[config.mk]
export PLATFORM = sky130hd
export DESIGN_NAME = mux_nto1_stream
export DESIGN_NICKNAME = d
export VERILOG_FILES = /design/src/rtl/mux_nto1_stream.sv
export SDC_FILE = /design/constraint.sdc
export NUM_CORES = 1
export LEC_CHECK = 0
export CORE_ASPECT_RATIO = 1.75
export CORE_MARGIN = 4
export CORE_UTILIZATION = 39
export CTS_CLUSTER_SIZE = 16
export DETAILED_ROUTE_END_ITERATION = 8
export PLACE_DENSITY = 0.92
export SKIP_LAST_GASP = 1
export SYNTH_ARGS = -nofsm -noshare
export SYNTH_HDL_FRONTEND = slang
export SYNTH_SLANG_ARGS = --single-unit
[constraint.sdc]
create_clock -name clk -period 4.78 [get_ports clk]
set_input_delay 0.956 -clock clk [delete_from_list [all_inputs] [get_ports clk]]
set_output_delay 0.956 -clock clk [all_outputs]
set_load 0.01 [all_outputs]
[src/rtl/mux_nto1_stream.sv]
// mux_nto1_stream
//
// Registered N:1 stream multiplexer. Each of N producer channels offers a
// word with a valid/ready handshake. One channel is granted per cycle and its
// word goes into a single-entry output register, which also drives a
// valid/ready handshake towards one shared consumer.
//
// The channel is picked in one of two ways:
//   mode = 0 : fixed select. The channel named by sel is used. A sel >= N
//              selects nothing.
//   mode = 1 : round-robin. The first requesting channel is used, searching
//              from ptr upwards and wrapping past N-1 back to 0. After each
//              round-robin grant, ptr moves to the channel just above the
//              granted one.
//
// Ports
//   clk        rising-edge clock
//   rst_n      asynchronous active-low reset
//   in_data    N*W  channel c occupies bits [c*W +: W]
//   in_valid   N    channel c has a word available
//   in_ready   N    channel c word is taken this cycle (combinational, one-hot or 0)
//   mode       1    0 = fixed select, 1 = round-robin
//   sel        SEL_W channel index used in fixed mode
//   out_data   W    registered selected word
//   out_ch     SEL_W registered index of the channel that supplied out_data
//   out_valid  1    out_data/out_ch hold a word
//   out_ready  1    consumer accepts the word this cycle
//
// Parameters must satisfy 2 <= N <= 2**SEL_W.

module mux_nto1_stream #(
    parameter int N     = 16,
    parameter int W     = 8,
    parameter int SEL_W = 4
) (
    input  logic             clk,
    input  logic             rst_n,
    input  logic [N*W-1:0]   in_data,
    input  logic [N-1:0]     in_valid,
    output logic [N-1:0]     in_ready,
    input  logic             mode,
    input  logic [SEL_W-1:0] sel,
    output logic [W-1:0]     out_data,
    output logic [SEL_W-1:0] out_ch,
    output logic             out_valid,
    input  logic             out_ready
);

    logic [W-1:0]     out_data_reg;
    logic [SEL_W-1:0] out_ch_reg;
    logic             out_valid_reg;
    logic [SEL_W-1:0] ptr_reg;

    logic             ld;
    logic [N-1:0]     fixed_grant;
    logic [N-1:0]     upper_mask;
    logic [N-1:0]     upper_req;
    logic [N-1:0]     upper_first;
    logic [N-1:0]     any_first;
    logic [N-1:0]     rr_grant;
    logic [N-1:0]     grant;
    logic             any_grant;
    logic [SEL_W-1:0] grant_idx;
    logic [SEL_W-1:0] ptr_next;
    logic [W-1:0]     data_next;

    // The output register can take a new word when it is empty or when its
    // current word leaves this same cycle (no bubble on back-to-back traffic).
    assign ld = !out_valid_reg || out_ready;

    genvar gi;
    generate
        for (gi = 0; gi < N; gi++) begin : g_chan
            // Only indices below N exist, so an out-of-range sel matches nothing.
            assign fixed_grant[gi] = in_valid[gi] && (sel == SEL_W'(gi));
            // Channels at or above the pointer form the first half of the
            // circular search.
            assign upper_mask[gi]  = (SEL_W'(gi) >= ptr_reg);
        end
    endgenerate

    // Circular priority search: take the lowest requester at or above ptr,
    // otherwise the lowest requester overall (the wrapped-around part).
    // x & (~x + 1) isolates the lowest set bit of x.
    assign upper_req   = in_valid & upper_mask;
    assign upper_first = upper_req & (~upper_req + N'(1));
    assign any_first   = in_valid & (~in_valid + N'(1));
    assign rr_grant    = (|upper_req) ? upper_first : any_first;

    assign grant     = mode ? rr_grant : fixed_grant;
    assign any_grant = |grant;

    // grant is one-hot or zero, so this encodes the index and picks the data.
    always_comb begin
        grant_idx = '0;
        data_next = '0;
        for (int i = 0; i < N; i++) begin
            if (grant[i]) begin
                grant_idx = SEL_W'(i);
                data_next = in_data[i*W +: W];
            end
        end
    end

    assign ptr_next = (grant_idx == SEL_W'(N - 1)) ? '0 : grant_idx + SEL_W'(1);

    // in_ready is held low while reset is asserted. The output register
    // cannot capture during reset, so a word handed over then would be lost.
    assign in_ready = (rst_n && ld) ? grant : '0;

    always_ff @(posedge clk or negedge rst_n) begin
        if (!rst_n) begin
            out_data_reg  <= '0;
            out_ch_reg    <= '0;
            out_valid_reg <= 1'b0;
            ptr_reg       <= '0;
        end else if (ld) begin
            if (any_grant) begin
                out_data_reg  <= data_next;
                out_ch_reg    <= grant_idx;
                out_valid_reg <= 1'b1;
                if (mode) begin
                    ptr_reg <= ptr_next;
                end
            end else begin
                // Nothing to load: the register empties and keeps its last
                // data/channel.
                out_valid_reg <= 1'b0;
            end
        end
    end

    assign out_data  = out_data_reg;
    assign out_ch    = out_ch_reg;
    assign out_valid = out_valid_reg;

endmodule

# == Word level (Yosys, flattened, before mapping) ==
# Index checks and enable logic that the tools add are counted.
# word_totals
register_bits,17
inputBits,152
out_inout_bits,29
elab_cells,104
# op_classes
n_addsub,3
order_cmp,16
eq_ne,16
mux,36
n_bitwise,5
reduce_logical,24
# ops
op,count
8-bit two-way mux,16
4-bit two-way mux,15
16-bit AND,3
16-bit two-way mux,3
4-bit == test (second input constant),9
16-bit by 1-bit adder with 16-bit output (second input constant),2
4-bit greater-or-equal comparator (first input constant),8
16-bit NOT,2
16-bit OR reduction,2
1-bit logical AND,17
4-bit by 3-bit == test with 1-bit output (second input constant),4
3-bit by 4-bit greater-or-equal comparator with 1-bit output (first input constant),4
4-bit by 2-bit == test with 1-bit output (second input constant),2
1-bit by 4-bit greater-or-equal comparator with 1-bit output (first input constant),2
2-bit by 4-bit greater-or-equal comparator with 1-bit output (first input constant),2
4-bit by 1-bit adder with 4-bit output (second input constant),1
4-bit by 1-bit == test with 1-bit output (second input constant),1
4-bit logical NOT,1
3-bit AND reduction,1
1-bit two-way mux,2
2-bit AND reduction,1
1-bit logical NOT,1
1-bit logical OR,1

# == Logic depth before layout (Yosys ltp) ==
# Gate-level depths: netlist (run 1).
# logic_depth
depth_word,24
mapped_depth,15
depth_no_buf,11

# == Least setup slack after synthesis (run 1) ==
# Ideal clock, no wire load.
# synth_path
kind,input port to output port
startpoint,in in_valid[10]
endpoint,out in_ready[12]
arrival_ps,3089
required_time_ps,3824
setup_slack_ps,735
cell_stages,10
n_path_buf,4
path_cell_list,clkbuf_1 -> nor2b_1 -> o31ai_2 -> o211ai_2 -> buf_2 -> o211a_1 -> or3b_1 -> clkbuf_1 -> clkbuf_1 -> nor2_1
# synth_between
elab_chain_cells,7
word_cells_on_any_way,11
cone_classes,2 x add/sub; 3 x mux; 5 x bitwise; 1 x reduce/logical
# synth_lines
item,line,rtl
from (decl),39,"input logic [N-1:0] in_valid,"
16-bit AND,85,assign upper_req = in_valid & upper_mask;
16-bit NOT,86,assign upper_first = upper_req & (~upper_req + N'(1));
16-bit by 1-bit adder with 16-bit output,86,
16-bit AND,86,
16-bit two-way mux (*),88,assign rr_grant = (|upper_req) ? upper_first : any_first;
16-bit two-way mux (*),90,assign grant = mode ? rr_grant : fixed_grant;
16-bit two-way mux (*),109,assign in_ready = (rst_n && ld) ? grant : '0;
to (decl),40,"output logic [N-1:0] in_ready,"
# Mark *: on every way between the ends. The rest lies on a longest branch, timed or not.

# == Worst setup path after layout (run 1) ==
# layout_path
startpoint,in in_valid[4]
endpoint,out in_ready[11]
# Same word-level chain as after synthesis.

==> summary.md, run 1 <==
Sequential elements use 13.58% of the synthesized area. The tools report the clock buffer count from CTS as 3. The buffers plus inverters on the worst setup path works out to 2. The pre-antenna-repair detailed-routing pass consisted of 5 iterations. For the unique cell type count in the Yosys netlist, the log shows 70. In the synthesized netlist the dominant register cell turns out to be sky130_fd_sc_hd__dfrtp_1.

Sink count of the clock tree: 17. The category of the most critical setup path was input port to primary output. IR analysis of the VDD net gives a maximum drop of 0.2432 mV. Entering global routing, the biggest net connects 26 pins. During I/O placement, the number of pins put on the boundary was 181.

The worst setup path is captured at a primary output. The critical path goes through clkdlybuf4s50_1 > nor3b_1 > o41a_1 > nand3b_4 > or2_0 > o32a_1 > nor2_1 > clkdlybuf4s50_1. The mean routed wirelength per cell works out to 22.73 um. Post-placement setup slack: 0.02823 ns. The type of element launching the critical path is an input port. Detailed placement finished with a half-perimeter wire length of 13370 um. The setup slack on the worst flop-to-flop path was 0.98 ns; the share of flip-flops with an asynchronous set or reset after synthesis was 100.0%. For the full die area, the log shows 9585 um^2.

The CTS clock-pin slew for the worst setup and hold paths came out at 0.05 ns. During synthesis, Yosys emitted a total of 0 warnings. The core region is 7855 um^2. Dividing total power by cell area gives a power density of 297.3 nW/um^2. In this run the worst setup path begins at in_valid[4]. The pin slew with the least headroom to its limit came out at 0.8406 ns.

The run finished with clean final reports. The tools report the root buffer selected by CTS as sky130_fd_sc_hd__clkbuf_16. The footprint of the multi-input gates came out at 2501 um^2.

For the critical path arrival, the log shows 3.78 ns. Setup violations remaining at the end of the flow were counted as 0. Including well taps, the total number of placed cells is 723. The count of cell instances traversed by the critical path was 8. The clock arrives with 0.007687 ns of skew. The final critical path time including I/O delays and setup is 4.739 ns. Leaving out fill and tap cells, the most frequent cells in the layout are sky130_fd_sc_hd__clkdlybuf4s50_1, sky130_fd_sc_hd__buf_4, sky130_fd_sc_hd__nor2_1, sky130_fd_sc_hd__o21ai_0, sky130_fd_sc_hd__nand2_1.

The initial core utilization is 39.87%. The tightest hold path in the finished design has a slack of 0.4799 ns. The detail route stage leaves a number of antenna-violating nets equal to 0.

Synthesis handed over a netlist of 434 instances. A synthesized cell averages 7.216 um^2. The congestion estimate from routability-driven global placement came to 0.9385. Die width: 75.74 um.

TritonCTS built the clock tree. The endpoint of the worst-slack reg-to-reg timing path is ptr_reg[2]$_DFFE_PN0P_. The final-report max-slew violation count is 0. Along the worst path, the maximum fanout reaches 5.

For the clock tree buffer depth, the log shows 2. Summed over all failing endpoints, the final setup total negative slack is 0 ns. The total wirelength of the detailed-routed design is 16550 um.

Clock latency on the worst-skew pair, taken at its later pin, is 0.25 ns. In this run the critical register-to-register path is launched from ptr_reg[1]$_DFFE_PN0P_. The number of vias per cell after detailed routing works out to 6.609. In this design, the critical path's most frequently occurring cell is sky130_fd_sc_hd__clkdlybuf4s50_1. The run gives 1 as the level count of the clock H-tree. In this run, synthesis inferred 0 flip-flops with an integrated enable.

The cell depth of the worst flop-to-flop path was 11; the height of the die was 126.5 um. Setup repair after global routing could not meet its margin everywhere. The critical path's top delay family was buffers and inverters. Once layout is done, the placed cells without fillers occupy 5409 um^2.

Capture point of the critical path: in_ready[11]. The synthesized netlist occupies a cell area of 3132 um^2. The global-route wire length before repair came out at 24710 um.

The type of the most critical hold path is flop to flop. At the end of the flow, the number of nets in the layout was 792. For the storage element area, the log shows 425.4 um^2. The final route contains 4811 vias. The number of antenna diodes in the final layout is 0.

For this run, the slowest stage of the critical path takes 0.59 ns. The filler cell count came out at 656. Across the run, the number of max-cap violations was 0. Headroom to the max-slew limit came out at 43.70%. In this run the core area contains 43 standard-cell rows. Summed over all cells, the static leakage comes to 2.201 nW. The finished layout holds 728 standard cells, fillers aside. Commonest non-fill, non-tap cell in the layout: sky130_fd_sc_hd__clkdlybuf4s50_1. For the worst setup path, the data required time is 3.82 ns.

Total chip power: 1.608 mW. Summing all placed instances gives a cell area of 5309 um^2. The total overflow left after global routing is 0.

The iteration-0 DRC count of the detailed router was 487; the post-route core utilization was 68.86%. For this run, the top clock speed supported by timing is 211.0 MHz. In the routed design, unresolved DRC markers number 0. Number of global-route vias before repair: 4950. The synthesized design spends more area on one cell type than any other, namely sky130_fd_sc_hd__dfrtp_1. During placement, the flow inserted port buffers numbering 180. The share of synthesized area in the top cell type comes to 13.58%. Of the cells placed in the final design, the portion with a size suffix greater than 1 is 12.85%. From synthesis to final layout, the design area changed by 72.71%. Global routing used 33.56% of the available tracks. The synthesized design contains 17 register bits. The number of antenna violations at the first check in global routing came out at 0. Synthesized netlist net count: 587.

The worst path uses 99.14% of the clock period. The final number of hold-violating endpoints was 0. The highest-delay cell along the critical path was sky130_fd_sc_hd__clkdlybuf4s50_1.

The register with the most flip-flops in the layout has 8 of them. Sorting the synthesized cells by area gives the leading types as sky130_fd_sc_hd__dfrtp_1, sky130_fd_sc_hd__o21ai_0, sky130_fd_sc_hd__nor2_1. Slack of the critical path: 0.04107 ns.
how the worst min path moves through the flow:
stage                             from                       to  slack (ns)  depth (start not counted)
2_1_floorplan    out_ch[2]$_DFFE_PN0P_    out_ch[2]$_DFFE_PN0P_        0.51                          2
3_3_place_gp   out_data[0]$_DFFE_PN0P_  out_data[0]$_DFFE_PN0P_        0.46                          2
3_5_place_dp   out_data[5]$_DFFE_PN0P_  out_data[5]$_DFFE_PN0P_        0.47                          2
4_1_cts        out_data[5]$_DFFE_PN0P_  out_data[5]$_DFFE_PN0P_        0.48                          2
5_1_grt        out_data[3]$_DFFE_PN0P_  out_data[3]$_DFFE_PN0P_        0.52                          2
6_report       out_data[5]$_DFFE_PN0P_  out_data[5]$_DFFE_PN0P_        0.48                          2
cells by family (layout without fill, tap and decap cells):
logic type      after synthesis  after routing  synth area share [%]
fa+ha+maj                     1              1                0.3995
buf+inv                      52            256                 6.872
simple gates                168            168                 30.08
xor+xnor                      1              1                0.2797
compound gates              190            190                 46.94
mux                           5              5                 1.838
flops                        17             17                 13.58
worst min-delay path: cells and delay by family, from the launching register on:
family,cells,cell delay (ns)
DFF,1,0.34
and+or+nand+nor,1,0.05
AOI/OAI and AO/OA,1,0.05
where the power goes:
group	total, mW	switching, mW	internal [mW]	leakage (nW)
clock	0.171	0.0588	0.112	0.0409
combinational	1.15	0.588	0.560	1.94
sequential	0.290	0.0848	0.205	0.216
repair_timing:
action                                  CTS  global route
hold endpoints to repair                  0             0
resized for setup                         0             4
setup buffers                             0             1
endpoints found under the setup margin    0             7
hold buffers                              0             0
final cells by class:
class | count | share of cell area (%)
inverter | 18 | 1.249
multi-input combinational | 365 | 46.24
tap | 90 | 2.082
sequential | 17 | 7.865
clock inverter | 1 | 0.09253
timing repair buffer | 234 | 41.08
clock buffer | 3 | 1.388
cells in the mapped netlist (all sizes together) (8+ instances only):
| cell type | count |
|---|---|
| o2111ai | 9 |
| a21oi | 8 |
| o21ai | 37 |
| o22ai | 12 |
| o211ai | 10 |
| a21o | 16 |
| buf | 15 |
| o31ai | 14 |
| a211o | 8 |
| clkbuf | 19 |
| a221oi | 16 |
| nor4 | 8 |
| inv | 18 |
| nand3 | 19 |
| a31oi | 12 |
| o22a | 8 |
| nand2 | 25 |
| nor3 | 17 |
| a221o | 8 |
| dfrtp | 17 |
| nor2 | 39 |
| nor2b | 11 |
| nand2b | 14 |
metal layers:
metal / wire (um) / global-route usage [%] / part of all wire, % / up-vias
met4: 1471 / 23.79 / 8.9 / 0
met2: 8595 / 59.85 / 52 / 361
met3: 1287 / 5.234 / 7.8 / 115
met5: 0 / 0 / 0 / -
met1: 5197 / 33.02 / 31 / 2201
li1: - / - / - / 2134
Note: power is estimated with default switching activity, not from simulation.
==> inputs of run 2 (changes only) <==
--- a/config.mk
+++ b/config.mk
@@ -8,7 +8,6 @@
 export CORE_ASPECT_RATIO = 1.75
 export CORE_MARGIN = 4
 export CORE_UTILIZATION = 39
-export CTS_CLUSTER_SIZE = 16
 export DETAILED_ROUTE_END_ITERATION = 8
 export PLACE_DENSITY = 0.92
 export SKIP_LAST_GASP = 1
==> constraint.sdc (replaced) <==
create_clock -name clk -period 4.4 [get_ports clk]
set_input_delay 0.88 -clock clk [delete_from_list [all_inputs] [get_ports clk]]
set_output_delay 0.88 -clock clk [all_outputs]
set_load 0.01 [all_outputs]
==> run 2 against run 1 <==
  * Routed wire length grew 1.1%
  * Sequential power grew 11%
  * Cell count grew 2.7%
  * Non-clock buffer count grew 20
  * Die area is the same
  * Core utilization grew 2.5 points
  * Via count grew 3.8%
  * Clock skew shrank 0.0051 ns
  * Largest power group unchanged
  * Combinational power grew 12%
  * First-iteration DRC count grew 13%
  * Total power grew 12%
  * Flip-flop and latch count is the same
  * The run now ends with setup timing left
==> summary.md, run 2 (same netlist as run 1, synthesis figures left out) <==
The run finished, with violations left. The checks that failed: setup timing. The data required time of the critical path is 3.52 ns (was 3.82 ns).

The logs give 34.57% (was 33.56%) for the overall track demand over capacity in global routing and 9585 um^2 (unchanged) for the full die area. Highest-delay cell along the critical path: sky130_fd_sc_hd__clkdlybuf4s50_1 (unchanged). The number of vias per cell after detailed routing works out to 6.676 (was 6.609). Series of cell instances along the critical path: clkdlybuf4s50_1 > nor3b_1 > o41a_1 > nand3b_4 > buf_4 > o22ai_1 > and3_1 > and3_1 > clkdlybuf4s50_1 (was clkdlybuf4s50_1 > nor3b_1 > o41a_1 > nand3b_4 > or2_0 > o32a_1 > nor2_1 > clkdlybuf4s50_1). The routed via count was 4994 (was 4811). The proportion of layout cells with a drive suffix above 1 was 16.57% (was 12.85%). The category of the most critical setup path is input port to primary output (unchanged). The share of power burned in combinational logic was 71.6% (was 71.4%). Global-route wire length before repair: 25500 um (was 24710 um).

The largest net degree at the start of global routing came out at 21 (was 26). Total wirelength of the detailed-routed design: 16730 um (was 16550 um). The summed negative setup slack over all endpoints was -0.03075 ns (was 0 ns); the placer congestion estimate was 1.143 (was 0.9385). The cell count of the worst hold path works out to 2 (unchanged). Timing would allow up to 225.7 MHz. The pin slew with the least headroom to its limit was 0.6545 ns (was 0.8406 ns); the max-capacitance violation count was 0 (unchanged). The tools report the level count of the clock H-tree as 1 (unchanged). The core footprint is 7855 um^2 (unchanged), and the worst vdd rail ir drop is 0.2057 mV (was 0.2432 mV). Setup repair after global routing could not meet its margin everywhere.

The post-cts hold buffer count is 0 (unchanged), and the largest fanout on the critical path is 5 (unchanged). The initial core utilization is 39.87% (unchanged), and the clock tree buffer depth is 2 (unchanged). For the clock buffer count from CTS, the log shows 3 (unchanged).

Destination of the worst hold path: out_data[0]$_DFFE_PN0P_ (was out_data[5]$_DFFE_PN0P_). The height of the die came out at 126.5 um (unchanged). The endpoint of the worst-slack reg-to-reg timing path was ptr_reg[3]$_DFFE_PN0P_ (was ptr_reg[2]$_DFFE_PN0P_).

The number of global-route vias before repair is 5092 (was 4950), and the CTS clock-pin slew for the worst setup and hold paths is 0.05 ns (about the same). Commonest non-fill, non-tap cell in the layout: sky130_fd_sc_hd__clkdlybuf4s50_1 (unchanged). The total power per unit cell area was 320.8 nW/um^2 (was 297.3 nW/um^2).

For the normalized max-slew margin, the log shows 56.37% (was 43.70%). Storage element area: 425.4 um^2 (unchanged). The type of element launching the critical path was an input port (unchanged). For the total chip power, the log shows 1.798 mW (was 1.608 mW). The logs give 43 (unchanged) for the cell row count and 10.5% (was 10.6%) for the share of total power in the clock network. For the footprint of the multi-input gates, the log shows 2566 um^2 (was 2501 um^2). Post-placement setup slack: -0.1075 ns (was 0.02823 ns). The internal power consumption was 0.9888 mW (was 0.8772 mW); the count of unresolved DRC violations after routing was 0 (unchanged).

The logs give 181 (unchanged) for the total I/O pin count and 0.26 ns (was 0.25 ns) for the source-to-sink clock delay at the later pin of the worst-skew pair. The mean routed wirelength per cell was 22.37 um (was 22.73 um); the number of inserted diodes was 0 (unchanged). The final clock skew was 0.002610 ns (was 0.007687 ns). Commonest cells after routing, fill and taps aside: sky130_fd_sc_hd__clkdlybuf4s50_1, sky130_fd_sc_hd__buf_4, sky130_fd_sc_hd__nor2_1, sky130_fd_sc_hd__o21ai_0, sky130_fd_sc_hd__nand2_1 (unchanged).

The leakage power figure came out at 2.380 nW (was 2.201 nW). The switching part of the total power was 45.00% (was 45.46%). Number of flip-flops under the largest register name: 8 (unchanged). TritonCTS built the clock tree. In the finished design, the share of the clock period the worst path needs comes to 100.7%. The run gives 5 (unchanged) as the detailed-routing iteration count for the pre-antenna-repair pass. For the critical path arrival, the log shows 3.55 ns (was 3.78 ns).

The beginning of the worst hold path was out_data[0]$_DFFE_PN0P_ (was out_data[5]$_DFFE_PN0P_). The switching power of the nets was 0.8092 mW (was 0.7311 mW); the placement-stage cell area was 5454 um^2 (was 5309 um^2). Filler cell count: 586 (was 656). The number of placed cells counting well taps came out at 744 (was 723).

For the finished layout, the period the worst path requires is 4.431 ns. The element type at the critical path end is a primary output (unchanged). The logs give -0.03075 ns (was 0.04107 ns) for the slack of the critical path and 0 (unchanged) for the number of antenna violations at the first check in global routing. The filler-free cell count of the finished design is 748 (was 728). The part of the total power dissipated in sequential elements is 17.9% (was 18.0%).

Worst stage delay on the critical path: 0.55 ns (was 0.59 ns). The run gives 1 (was 0) as the final number of setup-violating endpoints. The area growth from synthesis to final layout works out to 78.99% (was 72.71%). The cell depth of the worst flop-to-flop path is 15 (was 11).

The total congestion overflow after global routing came out at 0 (unchanged). The origin of the critical flop-to-flop path was ptr_reg[2]$_DFFE_PN0P_ (was ptr_reg[1]$_DFFE_PN0P_). The logs give 0 (unchanged) for the remaining antenna violation count after routing and 812 (was 792) for the number of nets in the layout. The logs give 0 (unchanged) for the final number of hold-violating endpoints and 550 (was 487) for the iteration-0 DRC count of the detailed router.

The half-perimeter wire length after placement came out at 13290 um (was 13370 um). The root buffer selected by CTS was sky130_fd_sc_hd__clkbuf_16 (unchanged). The number of port buffers works out to 180 (unchanged). The die width was 75.74 um (unchanged); the setup slack on the worst flop-to-flop path was 0.55 ns (was 0.98 ns). The run gives 0 (unchanged) as the final-report max-slew violation count. Type of the most critical hold path: flop to flop (unchanged). The post-route standard cell area excluding fillers was 5605 um^2 (was 5409 um^2). For the sink count of the clock tree, the log shows 17 (unchanged).
-- run 2: changes by cell type in the layout (fill, tap and decap cells not counted), moves of 2 or more --
cell / before / now
sky130_fd_sc_hd__buf_4: 53 / 74
sky130_fd_sc_hd__clkdlybuf4s50_1: 179 / 168
sky130_fd_sc_hd__dlygate4sd2_1: 0 / 9
sky130_fd_sc_hd__dlymetal6s2s_1: 1 / 3
sky130_fd_sc_hd__o21ai_1: 5 / 3
sky130_fd_sc_hd__o31ai_2: 3 / 1
sky130_fd_sc_hd__o31ai_4: 0 / 2
-- run 2: cell type report --
class,instances,area share [%]
Multi-Input combinational cell,365,45.78
Timing Repair Buffer,254,41.99
Sequential cell,17,7.589
Tap cell,90,2.009
Clock buffer,3,1.339
Inverter,18,1.205
Clock inverter,1,0.08929
-- run 2: worst max-delay path by stage --
stage,slack (ns),cells after the start,startpoint,endpoint
final,-0.03,9,in_valid[4],in_ready[13]
after global routing,-0.11,9,in_valid[4],in_ready[13]
after CTS,-0.03,9,in_valid[4],in_ready[7]
after detailed placement,-0.11,9,in_valid[4],in_ready[12]
after global placement,-0.09,8,in_valid[8],in_ready[14]
after floorplan,0.51,10,in_valid[10],in_ready[12]
-- run 2: power by group through the flow --
stage | logic [mW] | registers (mW) | clock network (mW)
finish | 1.29 | 0.322 | 0.188
global route | 1.36 | 0.329 | 0.196
CTS | 1.25 | 0.314 | 0.188
detailed placement | 1.24 | 0.318 | 0
global placement | 1.21 | 0.313 | 0
floorplan | 0.689 | 0.277 | 0
-- run 2: routing by layer --
| metal | vias to the layer above | share of wire [%] | GRT usage, % |
|---|---|---|---|
| met3 | 131 | 8.4 | 5.710 |
| met1 | 2271 | 32 | 36.04 |
| li1 | 2185 | - | - |
| met2 | 407 | 50 | 58.84 |
| met4 | 0 | 9.5 | 25.54 |
| met5 | - | 0 | 0 |
-- run 2: per-stage QoR --
step           hold slack (ns)  utilization, %
6_report                0.4736           71.36
5_1_grt                 0.4964           71.36
4_1_cts                 0.4758           70.76
3_5_place_dp            0.4643           69.43
3_3_place_gp            0.4607           69.43
2_1_floorplan           0.5139               -
-- run 2: timing repair --
item | CTS | global route
resized for setup | 16 | 10
pin swaps | 3 | 2
endpoints found under the setup margin | 13 | 8
buffers inserted | 0 | 0
-- run 2: worst max-delay path: cells and delay by family --
family | cells | cell delay (ns)
buffers and inverters | 3 | 1.18
AND/OR/NAND/NOR | 4 | 0.79
AO/OA/AOI/OAI | 2 | 0.68
